===== src/rtl/tt_um_prog_counter_if.sv =====
// -----------------------------------------------------------------------------
// tt_um_prog_counter_if
//
// Bundles the control, configuration and status signals of the programmable
// counter. Clock and reset are not part of the bundle; they stay plain ports
// on the counter.
//
// Signals (direction as seen from the counter, i.e. the slave modport):
//   en        in   count enable; gates the prescaler
//   up        in   direction, 1 = up, 0 = down
//   sat       in   boundary mode, 1 = saturate, 0 = wrap
//   load      in   synchronous load strobe
//   load_val  in   load value (clamped to mod_val)
//   mod_val   in   upper terminal value, count range 0..mod_val
//   presc     in   count advances once per presc+1 enabled cycles
//   clr_ovf   in   clears the sticky overflow flag
//   cnt       out  registered count
//   tc        out  registered one-cycle terminal-count pulse
//   ovf       out  registered sticky overflow/underflow flag
//
// Modports:
//   master  - drives the controls, observes the status (system / testbench)
//   slave   - the counter itself
// -----------------------------------------------------------------------------
interface tt_um_prog_counter_if #(
    parameter int WIDTH   = 8,
    parameter int PRESC_W = 4
);
    logic               en;
    logic               up;
    logic               sat;
    logic               load;
    logic [WIDTH-1:0]   load_val;
    logic [WIDTH-1:0]   mod_val;
    logic [PRESC_W-1:0] presc;
    logic               clr_ovf;
    logic [WIDTH-1:0]   cnt;
    logic               tc;
    logic               ovf;

    modport master (
        output en, up, sat, load, load_val, mod_val, presc, clr_ovf,
        input  cnt, tc, ovf
    );

    modport slave (
        input  en, up, sat, load, load_val, mod_val, presc, clr_ovf,
        output cnt, tc, ovf
    );
endinterface


===== src/rtl/tt_um_prog_counter.sv =====
// -----------------------------------------------------------------------------
// tt_um_prog_counter
//
// Programmable up/down counter with a prescaler, wrap or saturate boundary
// handling, synchronous load, a terminal-count pulse and a sticky
// overflow/underflow flag. The count range is 0..mod_val.
//
// Ports:
//   clk   in   rising-edge clock
//   rst   in   synchronous, active-high reset (cnt, prescaler, tc, ovf -> 0)
//   bus   slave modport of tt_um_prog_counter_if (controls in, cnt/tc/ovf out)
//
// Per-cycle priority: rst > load > tick > hold. All outputs are registered,
// so a tick or load is visible on cnt one cycle later.
// -----------------------------------------------------------------------------
module tt_um_prog_counter #(
    parameter int WIDTH   = 8,
    parameter int PRESC_W = 4
) (
    input  logic clk,
    input  logic rst,
    tt_um_prog_counter_if.slave bus
);

    // ------------------------------------------------------------------
    // State
    // ------------------------------------------------------------------
    logic [PRESC_W-1:0] p_reg,   p_next;
    logic [WIDTH-1:0]   cnt_reg, cnt_next;
    logic               tc_reg,  tc_next;
    logic               ovf_reg, ovf_next;

    // ------------------------------------------------------------------
    // Combinational helpers
    // ------------------------------------------------------------------
    logic               tick;
    logic               ovf_set;
    logic [WIDTH-1:0]   cnt_inc;
    logic [WIDTH-1:0]   cnt_dec;
    logic [WIDTH-1:0]   load_clamped;
    logic               at_top;
    logic               at_zero;

    // The prescaler compares with >= rather than == so that lowering presc
    // below the current prescaler value mid-count produces a tick on the
    // next enabled cycle instead of running the prescaler round its full
    // range.
    assign tick = bus.en && !bus.load && (p_reg >= bus.presc);

    assign cnt_inc = cnt_reg + 1'b1;
    assign cnt_dec = cnt_reg - 1'b1;

    // A count above mod_val (possible after mod_val is lowered) is treated
    // as being at or past the top boundary when counting up.
    assign at_top  = (cnt_reg >= bus.mod_val);
    assign at_zero = (cnt_reg == '0);

    assign load_clamped = (bus.load_val <= bus.mod_val) ? bus.load_val
                                                        : bus.mod_val;

    // ------------------------------------------------------------------
    // Next-state logic
    // ------------------------------------------------------------------
    always_comb begin
        p_next   = p_reg;
        cnt_next = cnt_reg;
        tc_next  = 1'b0;
        ovf_set  = 1'b0;

        if (bus.load) begin
            cnt_next = load_clamped;
            p_next   = '0;
        end else if (bus.en) begin
            if (tick) begin
                p_next = '0;
                if (bus.up) begin
                    if (at_top) begin
                        ovf_set = 1'b1;
                        if (bus.sat) begin
                            cnt_next = bus.mod_val;
                            tc_next  = 1'b0;
                        end else begin
                            cnt_next = '0;
                            tc_next  = 1'b1;
                        end
                    end else begin
                        cnt_next = cnt_inc;
                        // In saturate mode the pulse marks arrival on the
                        // top boundary rather than the wrap.
                        tc_next  = bus.sat && (cnt_inc == bus.mod_val);
                    end
                end else begin
                    if (at_zero) begin
                        ovf_set = 1'b1;
                        if (bus.sat) begin
                            cnt_next = '0;
                            tc_next  = 1'b0;
                        end else begin
                            cnt_next = bus.mod_val;
                            tc_next  = 1'b1;
                        end
                    end else begin
                        // Counting down from above mod_val simply
                        // decrements back into range.
                        cnt_next = cnt_dec;
                        tc_next  = bus.sat && (cnt_reg == {{(WIDTH-1){1'b0}}, 1'b1});
                    end
                end
            end else begin
                p_next = p_reg + 1'b1;
            end
        end

        // A new overflow in the same cycle as a clear request wins, so an
        // event is never lost.
        if (ovf_set) begin
            ovf_next = 1'b1;
        end else if (bus.clr_ovf) begin
            ovf_next = 1'b0;
        end else begin
            ovf_next = ovf_reg;
        end
    end

    // ------------------------------------------------------------------
    // Registers
    // ------------------------------------------------------------------
    always_ff @(posedge clk) begin
        if (rst) begin
            p_reg   <= '0;
            cnt_reg <= '0;
            tc_reg  <= 1'b0;
            ovf_reg <= 1'b0;
        end else begin
            p_reg   <= p_next;
            cnt_reg <= cnt_next;
            tc_reg  <= tc_next;
            ovf_reg <= ovf_next;
        end
    end

    // ------------------------------------------------------------------
    // Outputs
    // ------------------------------------------------------------------
    assign bus.cnt = cnt_reg;
    assign bus.tc  = tc_reg;
    assign bus.ovf = ovf_reg;

endmodule


===== src/flat_wrapper.sv =====
// flat-port wrapper written by rule: the top's interface ports become plain ports
module tt_um_prog_counter_flat 
#(
    parameter int WIDTH   = 8,
    parameter int PRESC_W = 4
)
  (clk, rst, bus_en, bus_up, bus_sat, bus_load, bus_load_val, bus_mod_val, bus_presc, bus_clr_ovf, bus_cnt, bus_tc, bus_ovf);
  tt_um_prog_counter_if #(.WIDTH(WIDTH), .PRESC_W(PRESC_W)) bus_i ();
  input  logic clk;
  input  logic rst;
  input wire logic [$bits(bus_i.en)-1:0] bus_en;
  input wire logic [$bits(bus_i.up)-1:0] bus_up;
  input wire logic [$bits(bus_i.sat)-1:0] bus_sat;
  input wire logic [$bits(bus_i.load)-1:0] bus_load;
  input wire logic [$bits(bus_i.load_val)-1:0] bus_load_val;
  input wire logic [$bits(bus_i.mod_val)-1:0] bus_mod_val;
  input wire logic [$bits(bus_i.presc)-1:0] bus_presc;
  input wire logic [$bits(bus_i.clr_ovf)-1:0] bus_clr_ovf;
  output wire logic [$bits(bus_i.cnt)-1:0] bus_cnt;
  output wire logic [$bits(bus_i.tc)-1:0] bus_tc;
  output wire logic [$bits(bus_i.ovf)-1:0] bus_ovf;
  assign bus_i.en = bus_en;
  assign bus_i.up = bus_up;
  assign bus_i.sat = bus_sat;
  assign bus_i.load = bus_load;
  assign bus_i.load_val = bus_load_val;
  assign bus_i.mod_val = bus_mod_val;
  assign bus_i.presc = bus_presc;
  assign bus_i.clr_ovf = bus_clr_ovf;
  assign bus_cnt = bus_i.cnt;
  assign bus_tc = bus_i.tc;
  assign bus_ovf = bus_i.ovf;
  tt_um_prog_counter #(.WIDTH(WIDTH), .PRESC_W(PRESC_W)) u_core (.clk(clk), .rst(rst), .bus(bus_i));
endmodule

===== config.mk =====
export PLATFORM = sky130hd
export DESIGN_NAME = tt_um_prog_counter_flat
export DESIGN_NICKNAME = d
export VERILOG_FILES = /design/src/rtl/tt_um_prog_counter_if.sv /design/src/rtl/tt_um_prog_counter.sv /design/src/flat_wrapper.sv
export SDC_FILE = /design/constraint.sdc
export NUM_CORES = 1
export LEC_CHECK = 0
export ABC_CLOCK_PERIOD_IN_PS = 3080
export BUFFER_PORTS_ARGS = -buffer_cell sky130_fd_sc_hd__clkbuf_2
export CORE_ASPECT_RATIO = 2
export CORE_MARGIN = 2
export CORE_UTILIZATION = 42
export DETAILED_ROUTE_END_ITERATION = 8
export HOLD_SLACK_MARGIN = 0.05
export PLACE_DENSITY = 0.66
export SLEW_MARGIN = 30
export SYNTH_ARGS = -nofsm -noshare
export SYNTH_HDL_FRONTEND = slang
export SYNTH_SLANG_ARGS = --single-unit

===== constraint.sdc =====
create_clock -name clk -period 3.08 [get_ports clk]
set_clock_uncertainty 0.2 [all_clocks]
set_input_delay 0.77 -clock clk [delete_from_list [all_inputs] [get_ports clk]]
set_output_delay 0.77 -clock clk [all_outputs]
set_load 0.03 [all_outputs]

# Word level (Yosys, flattened, before mapping)
# Index checks and enable logic that the tools add are counted.
# totals
register_bits	14
out_inout_bits	10
word_cells	48
# classes
add_sub_neg	3
order_cmp	3
eq_ne	2
mux	22
bitwise	2
reduce_logical	12
# op_table
cell	count
two-way mux 8 bit	9
two-way mux 1 bit	12
adder 8 x 1 -> 8 bit (second input constant)	1
== test 8 x 1 -> 1 bit (second input constant)	1
== test 8 bit	1
greater-or-equal comparator 8 bit	1
less-or-equal comparator 8 bit	1
zero test 8 bit	1
subtractor 8 x 1 -> 8 bit (second input constant)	1
nonzero test 2 bit	3
adder 4 x 1 -> 4 bit (second input constant)	1
greater-or-equal comparator 4 bit	1
logical AND 1 bit	4
two-way mux 4 bit	1
OR reduction 4 bit	1
inverter 1 bit	2
AND reduction 2 bit	1
OR reduction 2 bit	1
zero test 1 bit	1

# Depth between registers and ports, before layout
# Gate-level depths: netlist of the first run.
# logic_depth
depth_word	7
mapped_depth	10
depth_no_buf	9

# Least setup slack after synthesis of the first run
# No wires, ideal clock.
# synth_path
path_type	reg2reg
start	register u_core.cnt_reg[0], in the netlist u_core.bus.cnt[0]
end	register u_core.cnt_reg[2], in the netlist u_core.bus.cnt[2]
setup_time_ps	103
arrival_ps	2765
t_required_ps	2777
setup_slack_ps	12
path_stages_with_launch	11
period_less_slack_ps	3068
path_cell_list	dfxtp_1 -> clkbuf_1 -> inv_1 -> ha_1 -> nand2b_1 -> a2111oi_2 -> o31ai_2 -> or2_2 -> o221ai_1 -> a221oi_2 -> a2111oi_2
# synth_between
elab_chain_cells	6
# synth_rtl
element	line_no	source
from (decl)	tt_um_prog_counter.sv:29	logic [WIDTH-1:0] cnt_reg, cnt_next;
from (signal assigned)	tt_um_prog_counter.sv:136	cnt_reg <= cnt_next;
subtractor 8 x 1 -> 8 bit (tied with other cells)	tt_um_prog_counter.sv:51	assign cnt_dec = cnt_reg - 1'b1;
two-way mux 8 bit, on equally long branches	tt_um_prog_counter.sv:93, tt_um_prog_counter.sv:77	
two-way mux 8 bit (*)	tt_um_prog_counter.sv:76	if (bus.up) begin
two-way mux 8 bit (*)	tt_um_prog_counter.sv:74	if (tick) begin
two-way mux 8 bit (*)	tt_um_prog_counter.sv:73	end else if (bus.en) begin
two-way mux 8 bit (*)	tt_um_prog_counter.sv:70	if (bus.load) begin
# Every way passes the cells marked *; elsewhere a longest branch is shown, timed or not. The select of a mux whose other input is x is not followed.
# A chain may end at the register's enable or synchronous reset.

# Final worst setup path of the first run
# layout_path
start	input bus_mod_val[5]
end	register u_core.cnt_reg[1], in the netlist u_core.bus.cnt[1]
# layout_between
elab_chain_cells	6
# layout_rtl
element	line_no	source
from (decl)	flat_wrapper.sv:16	input wire logic [$bits(bus_i.mod_val)-1:0] bus_mod_val;
greater-or-equal comparator 8 bit	tt_um_prog_counter.sv:55	assign at_top = (cnt_reg >= bus.mod_val);
two-way mux 8 bit	tt_um_prog_counter.sv:77	if (at_top) begin
two-way mux 8 bit	tt_um_prog_counter.sv:76	
two-way mux 8 bit	tt_um_prog_counter.sv:74	
two-way mux 8 bit	tt_um_prog_counter.sv:73	
two-way mux 8 bit (*)	tt_um_prog_counter.sv:70	
# Marks and branches as above.

==> impl_metrics.json, run 1 <==
{
  "io_buffers": 36,
  "synth_top_cell_area_share_pct": 17.48,
  "end_kind": "register",
  "clockBufferDepth": 2,
  "cts_hold_buf": 0,
  "critPathKind": "input pin to register",
  "dieArea_mm2": 0.004830,
  "postCtsSetupBuffers": 0,
  "cts_max_level": 1,
  "tightest_slew_ps": 667.6,
  "worstPathCellList": "clkbuf_2, inv_1, ha_1, nand4_1, a21o_1, a21oi_2, mux2i_1, a2111o_1, o221ai_1",
  "maxCapViolations": 0,
  "gp_congestion": 0.8847,
  "cts_buffers": 3,
  "post_cts_resized": 0,
  "netlist_instances": 229,
  "whs_ps": 280.3,
  "ys_top_cells_by_area": "ha_1 17%, dfxtp_1 16%, a21oi_1 4.5%",
  "synth-edff-count": 0,
  "p_per_area_mw_per_mm2": 355.7,
  "arrival_ps": 2870,
  "crit_slowest_cell": "a21oi_2",
  "utilization_pct": 52.04,
  "yosysTopAreaCell": "ha_1",
  "wl_met2_um": 2892,
  "drt-met1-wl_um": 2009,
  "hold_violations": 0,
  "peakVddDrop_mv": 0.2324,
  "post-route-min-period_ps": 2903,
  "dp_hpwl_um": 4399,
  "synth.avg_cell_area_um2": 7.813,
  "required_ps": 3050,
  "synth_ff_type": "dfxtp_1",
  "fmax_mhz": 344.5,
  "nNetsFinal": 324,
  "first_pass_iters": 4,
  "highest-signal-layer": "met4",
  "synth_cell_types": 50,
  "grt_antenna_before_repair": 0,
  "syn2layout_area_growth_pct": 18.88,
  "wl_met3_um": 297,
  "rsz0062_at_grt": "false",
  "finalCritPeriodShare_pct": 94.24,
  "largest_reg_flops": 8,
  "slew_violations": 0,
  "start_kind": "input pin",
  "via_per_inst": 6.043,
  "setup_viol": 0,
  "die_w_um": 50.15,
  "critPathMaxFanout": 10,
  "finalWirelength_um": 5484,
  "seq_area_frac_synth_pct": 15.66,
  "cts.sinks": 14,
  "die_h_um": 96.31,
  "insertion_delay_ps": 250,
  "drt_iter0_drc": 82,
  "clk_pin_slew_worst_paths_ps": 60,
  "drc": 0,
  "diodes": 0,
  "synth-seq-cells": 14,
  "synth_fp_nets": 281,
  "cts_tree": "built",
  "overflow": 0,
  "rows": 33,
  "status": "finished, final reports clean",
  "slew_headroom_pct": 55.49,
  "grt_pass1_wl_um": 8852,
  "cp.buffers_inverters": 2,
  "cts-root-buf": "clkbuf_8",
  "fin_tns_setup_ps": 0,
  "io_pins": 37,
  "yosys_warnings": 0,
  "p_total_w": 0.0007567,
  "critPathMaxStageDelay_ps": 550,
  "grt_pass1_vias": 1885,
  "wl_per_cell_um": 17.03,
  "async_flop_share_pct": 0,
  "ant_nets": 0,
  "core_mm2": 0.004088,
  "routed-via-count": 1946,
  "drive_gt1_share_pct": 23.33,
  "initial_utilization_pct": 43.77,
  "grt_max_degree": 16,
  "track_usage_pct": 24.26,
  "syn_area_mm2": 0.001789,
  "hold_path.class": "register to register",
  "total_leakage_power_nw": 0.9691,
  "crit_family": "compound AO/OA/AOI/OAI gates"
}
==> cells by family after synthesis <==
logic type / count (synthesis) / share of synthesized area [%]
simple gates: 76 / 22.52
compound gates: 63 / 26.36
buf+inv: 27 / 5.734
fa+ha+maj: 25 / 17.48
xor+xnor: 17 / 8.322
flops: 14 / 15.66
mux: 7 / 3.916
==> worst min-delay path, cell delays in order (launching register included) <==
cell and delay [ps]:
dfxtp_1 320, a21oi_1 60, nor2_1 70
==> cell usage after synthesis (all sizes together) (6+ instances only) <==
cell type	number
nor2	22
xor2	8
nand3	6
nand4	9
dfxtp	14
mux2i	7
inv	17
a21oi	17
ha	25
xnor2	9
clkbuf	8
o21ai	6
nand2	12
==> worst paths after layout <==
path,cells after the start,end,slack [ps],startpoint
setup reg to reg,7,u_core.bus.cnt[2],420,u_core.bus.cnt[1]
setup / recovery,9,u_core.bus.cnt[1],180,bus_mod_val[5]
hold / removal,2,u_core.bus.ovf,280,u_core.bus.ovf
hold reg to reg,2,u_core.bus.ovf,280,u_core.bus.ovf
==> layout make-up <==
type / count / area [µm²]
Fill cell: 415 / 1961
Multi-Input combinational cell: 188 / 1406
Sequential cell: 14 / 280.3
Timing Repair Buffer: 48 / 270.3
Tap cell: 52 / 65.06
Inverter: 17 / 63.81
Clock buffer: 3 / 41.29
==> routing by layer <==
metal | global-route usage (%) | vias to the layer above
met2 | 43.42 | 87
met5 | 0 | -
met1 | 24.79 | 899
met3 | 2.484 | 24
li1 | - | 936
met4 | 19.68 | 0
==> stage by stage <==
| stage | instances | worst slack (ps) | cell area, µm² |
|---|---|---|---|
| final | 322 | 177.4 | 2127 |
| after detailed placement | 319 | -34.39 | 2086 |
| after global routing | 322 | 67.77 | 2127 |
| after global placement | 319 | -30.20 | 2086 |
| after floorplan | 229 | 11.68 | 1789 |
| after CTS | 322 | 215.7 | 2127 |
==> placed cells by master (no fill, tap or decap), types with 6 or more instances in the layout <==
| cell | n |
|---|---|
| buf_4 | 12 |
| nand4_1 | 9 |
| mux2i_1 | 7 |
| a21oi_1 | 16 |
| xor2_1 | 8 |
| o21ai_0 | 6 |
| clkbuf_2 | 36 |
| nor2_1 | 20 |
| nand2_1 | 12 |
| ha_1 | 25 |
| xnor2_1 | 9 |
| inv_1 | 17 |
| dfxtp_1 | 14 |
| nand3_1 | 6 |
==> power breakdown <==
part	total, W	internal (W)	switching, W
Clock	0.000160	0.0000868	0.0000729
Sequential	0.000217	0.000194	0.0000235
Combinational	0.000380	0.000156	0.000223
Power figures use the tool's default switching activity.
==> inputs of run 2 (changes only) <==
--- a/config.mk
+++ b/config.mk
@@ -5,14 +5,15 @@
 export SDC_FILE = /design/constraint.sdc
 export NUM_CORES = 1
 export LEC_CHECK = 0
-export ABC_CLOCK_PERIOD_IN_PS = 3080
+export ABC_CLOCK_PERIOD_IN_PS = 2300
 export BUFFER_PORTS_ARGS = -buffer_cell sky130_fd_sc_hd__clkbuf_2
 export CORE_ASPECT_RATIO = 2
 export CORE_MARGIN = 2
 export CORE_UTILIZATION = 42
 export DETAILED_ROUTE_END_ITERATION = 8
 export HOLD_SLACK_MARGIN = 0.05
-export PLACE_DENSITY = 0.66
+export PLACE_DENSITY = 0.68
+export SKIP_CTS_REPAIR_TIMING = 1
 export SLEW_MARGIN = 30
 export SYNTH_ARGS = -nofsm -noshare
 export SYNTH_HDL_FRONTEND = slang
==> constraint.sdc (replaced) <==
create_clock -name clk -period 2.3 [get_ports clk]
set_clock_uncertainty 0.2 [all_clocks]
set_input_delay 0.575 -clock clk [delete_from_list [all_inputs] [get_ports clk]]
set_output_delay 0.575 -clock clk [all_outputs]
set_load 0.03 [all_outputs]
==> run 2 against run 1 <==
Effect of this change:
- global-route usage rose by 3.1 points
- the run now ends with negative setup slack left
- utilization rose by 19 points
- sequential share of layout area fell by 3.5 points
- highest routed layer unchanged
- sequential power rose by 29%
- power rose by 75%
- cell count rose by 15%
- critical path depth did not move
- largest cell class unchanged
- clock-buffer cell count rose by 1
- die area did not move
- register-to-register slack got worse by 580 ps
- first-iteration DRC count fell by 13%
==> impl_metrics.json, run 2 (same netlist as run 1, synthesis figures left out) <==
{
  "pwr-share-clk_pct": 19.8,
  "tightest_slew_ps": 407.7,
  "grt_antenna_before_repair": 0,
  "switching_power_w": 0.0005458,
  "fin_ws_ps": -168.4,
  "start_kind": "input pin",
  "whs_ps": 318.5,
  "overflow": 0,
  "final_common_cell": "buf_4",
  "ant_nets": 0,
  "clockBufferDepth": 2,
  "io_pins": 37,
  "clk_pin_slew_worst_paths_ps": 70,
  "slew_headroom_pct": 72.82,
  "nNetsFinal": 371,
  "worstPathCellList": "buf_6, ha_4, nand2b_4, a2111oi_4, o31ai_4, or2_4, o211ai_1, a21oi_1, a2111oi_2",
  "die_h_um": 96.31,
  "grt_pass1_wl_um": 9653,
  "insertion_delay_ps": 260,
  "drt_iter0_drc": 71,
  "internal-power_w": 0.0007816,
  "drive_gt1_share_pct": 48.74,
  "end_kind": "register",
  "syn2layout_area_growth_pct": 63.22,
  "status": "complete, but fails checks",
  "rsz0062_at_grt": "true",
  "core_mm2": 0.004088,
  "io_buffers": 36,
  "dp_cells": 361,
  "drc": 0,
  "gp_congestion": 0.9936,
  "grt_pass1_vias": 2145,
  "finalCritPeriodShare_pct": 107.3,
  "switching_share_pct": 41.12,
  "arrival_ps": 2410,
  "cts-root-buf": "clkbuf_8",
  "die_w_um": 50.15,
  "diodes": 0,
  "critPathKind": "input pin to register",
  "wl_per_cell_um": 18.57,
  "maxCapViolations": 0,
  "grt_max_degree": 16,
  "p_comb_share_pct": 59.1,
  "crit_family": "compound AO/OA/AOI/OAI gates",
  "met3_usage_pct": 2.329,
  "utilization_pct": 71.44,
  "p_per_area_mw_per_mm2": 454.5,
  "grt.busiest_layer": "met2",
  "rows": 33,
  "first_pass_iters": 5,
  "fmax_mhz": 405.1,
  "fin_area_mm2": 0.002920,
  "hold_violations": 0,
  "slew_violations": 0,
  "cp.buffers_inverters": 1,
  "critPathMaxFanout": 5,
  "routed-via-count": 2220,
  "via_per_inst": 6.000,
  "total_leakage_power_nw": 1.268,
  "dieArea_mm2": 0.004830,
  "finalWirelength_um": 6872,
  "largest_reg_flops": 8,
  "p_total_w": 0.001327,
  "grtUsageMet2_pct": 53.18,
  "cts.sinks": 14,
  "use_met1_pct": 24.43,
  "post-route-min-period_ps": 2468,
  "initial_utilization_pct": 43.77,
  "critPathMaxStageDelay_ps": 390,
  "setup_viol": 6,
  "cts_tree": "built",
  "dp_hpwl_um": 5182,
  "most-common-layout-cells": "54 x buf_4, 29 x clkbuf_2, 16 x nor2_1, 13 x ha_1, 13 x dfxtp_1",
  "seqPwrFrac_pct": 21.0,
  "required_ps": 2240,
  "stdcell_count": 370,
  "hold_path.class": "register to register",
  "cts_buffers": 3,
  "crit_slowest_cell": "a2111oi_4",
  "track_usage_pct": 27.33,
  "place_area_mm2": 0.002524,
  "cts_max_level": 1,
  "violations": "negative setup slack",
  "peakVddDrop_mv": 0.3494
}
[run 2: changes by cell type in the layout (fill, tap and decap cells not counted), moves of 4 or more]
cell and change:
a21oi_1 -4, buf_4 +42, buf_6 +7, clkbuf_2 -7, ha_1 -12, ha_4 +12, inv_1 -8, nor2_1 -4
[run 2: final timing paths]
check                                        from           endpoint  slack [ps]  cells after the start
worst max-delay path               bus_mod_val[0]  u_core.bus.cnt[4]        -170                      9
worst min-delay path               u_core.bus.ovf     u_core.bus.ovf         320                      2
worst max register to register  u_core.bus.cnt[0]  u_core.bus.cnt[4]        -160                      9
worst min register to register     u_core.bus.ovf     u_core.bus.ovf         320                      2
[run 2: worst min-delay path, delay by kind of cell (launching register included)]
kind | cells | cell delay, ps
DFF | 1 | 320
and+or+nand+nor | 1 | 50
AOI/OAI and AO/OA | 1 | 110
[run 2: cell type report]
cell class                 instances  area (µm²)
tap                               52       65.06
timing repair buffer              95       704.4
inverter                          17       88.84
sequential                        14       284.0
clock buffer                       4       55.05
fill                             335        1167
multi-input combinational        188        1723
[run 2: routing by layer]
layer  vias up  routed length, µm  part of all wire, %
li1       1033                  -                    -
met1      1055               2348                   34
met2        97               3781                   55
met3        35                310                  4.5
met4         0                432                  6.3
met5         -                  0                    0
[run 2: metrics by stage]
step	TNS (ps)	setup slack, ps
2_1_floorplan	-772.0	-184.5
3_3_place_gp	-3196	-419.7
3_5_place_dp	-3487	-468.0
4_1_cts	-927.4	-214.7
5_1_grt	-1283	-259.1
6_report	-608.0	-168.4
[run 2: power groups by stage]
stage / Sequential [W] / Combinational (W) / Clock (W)
4_1_cts: 0.000274 / 0.000664 / 0.000260
2_1_floorplan: 0.000316 / 0.000363 / 0
3_5_place_dp: 0.000280 / 0.000660 / 0
5_1_grt: 0.000280 / 0.000836 / 0.000269
6_report: 0.000279 / 0.000785 / 0.000263
3_3_place_gp: 0.000280 / 0.000651 / 0
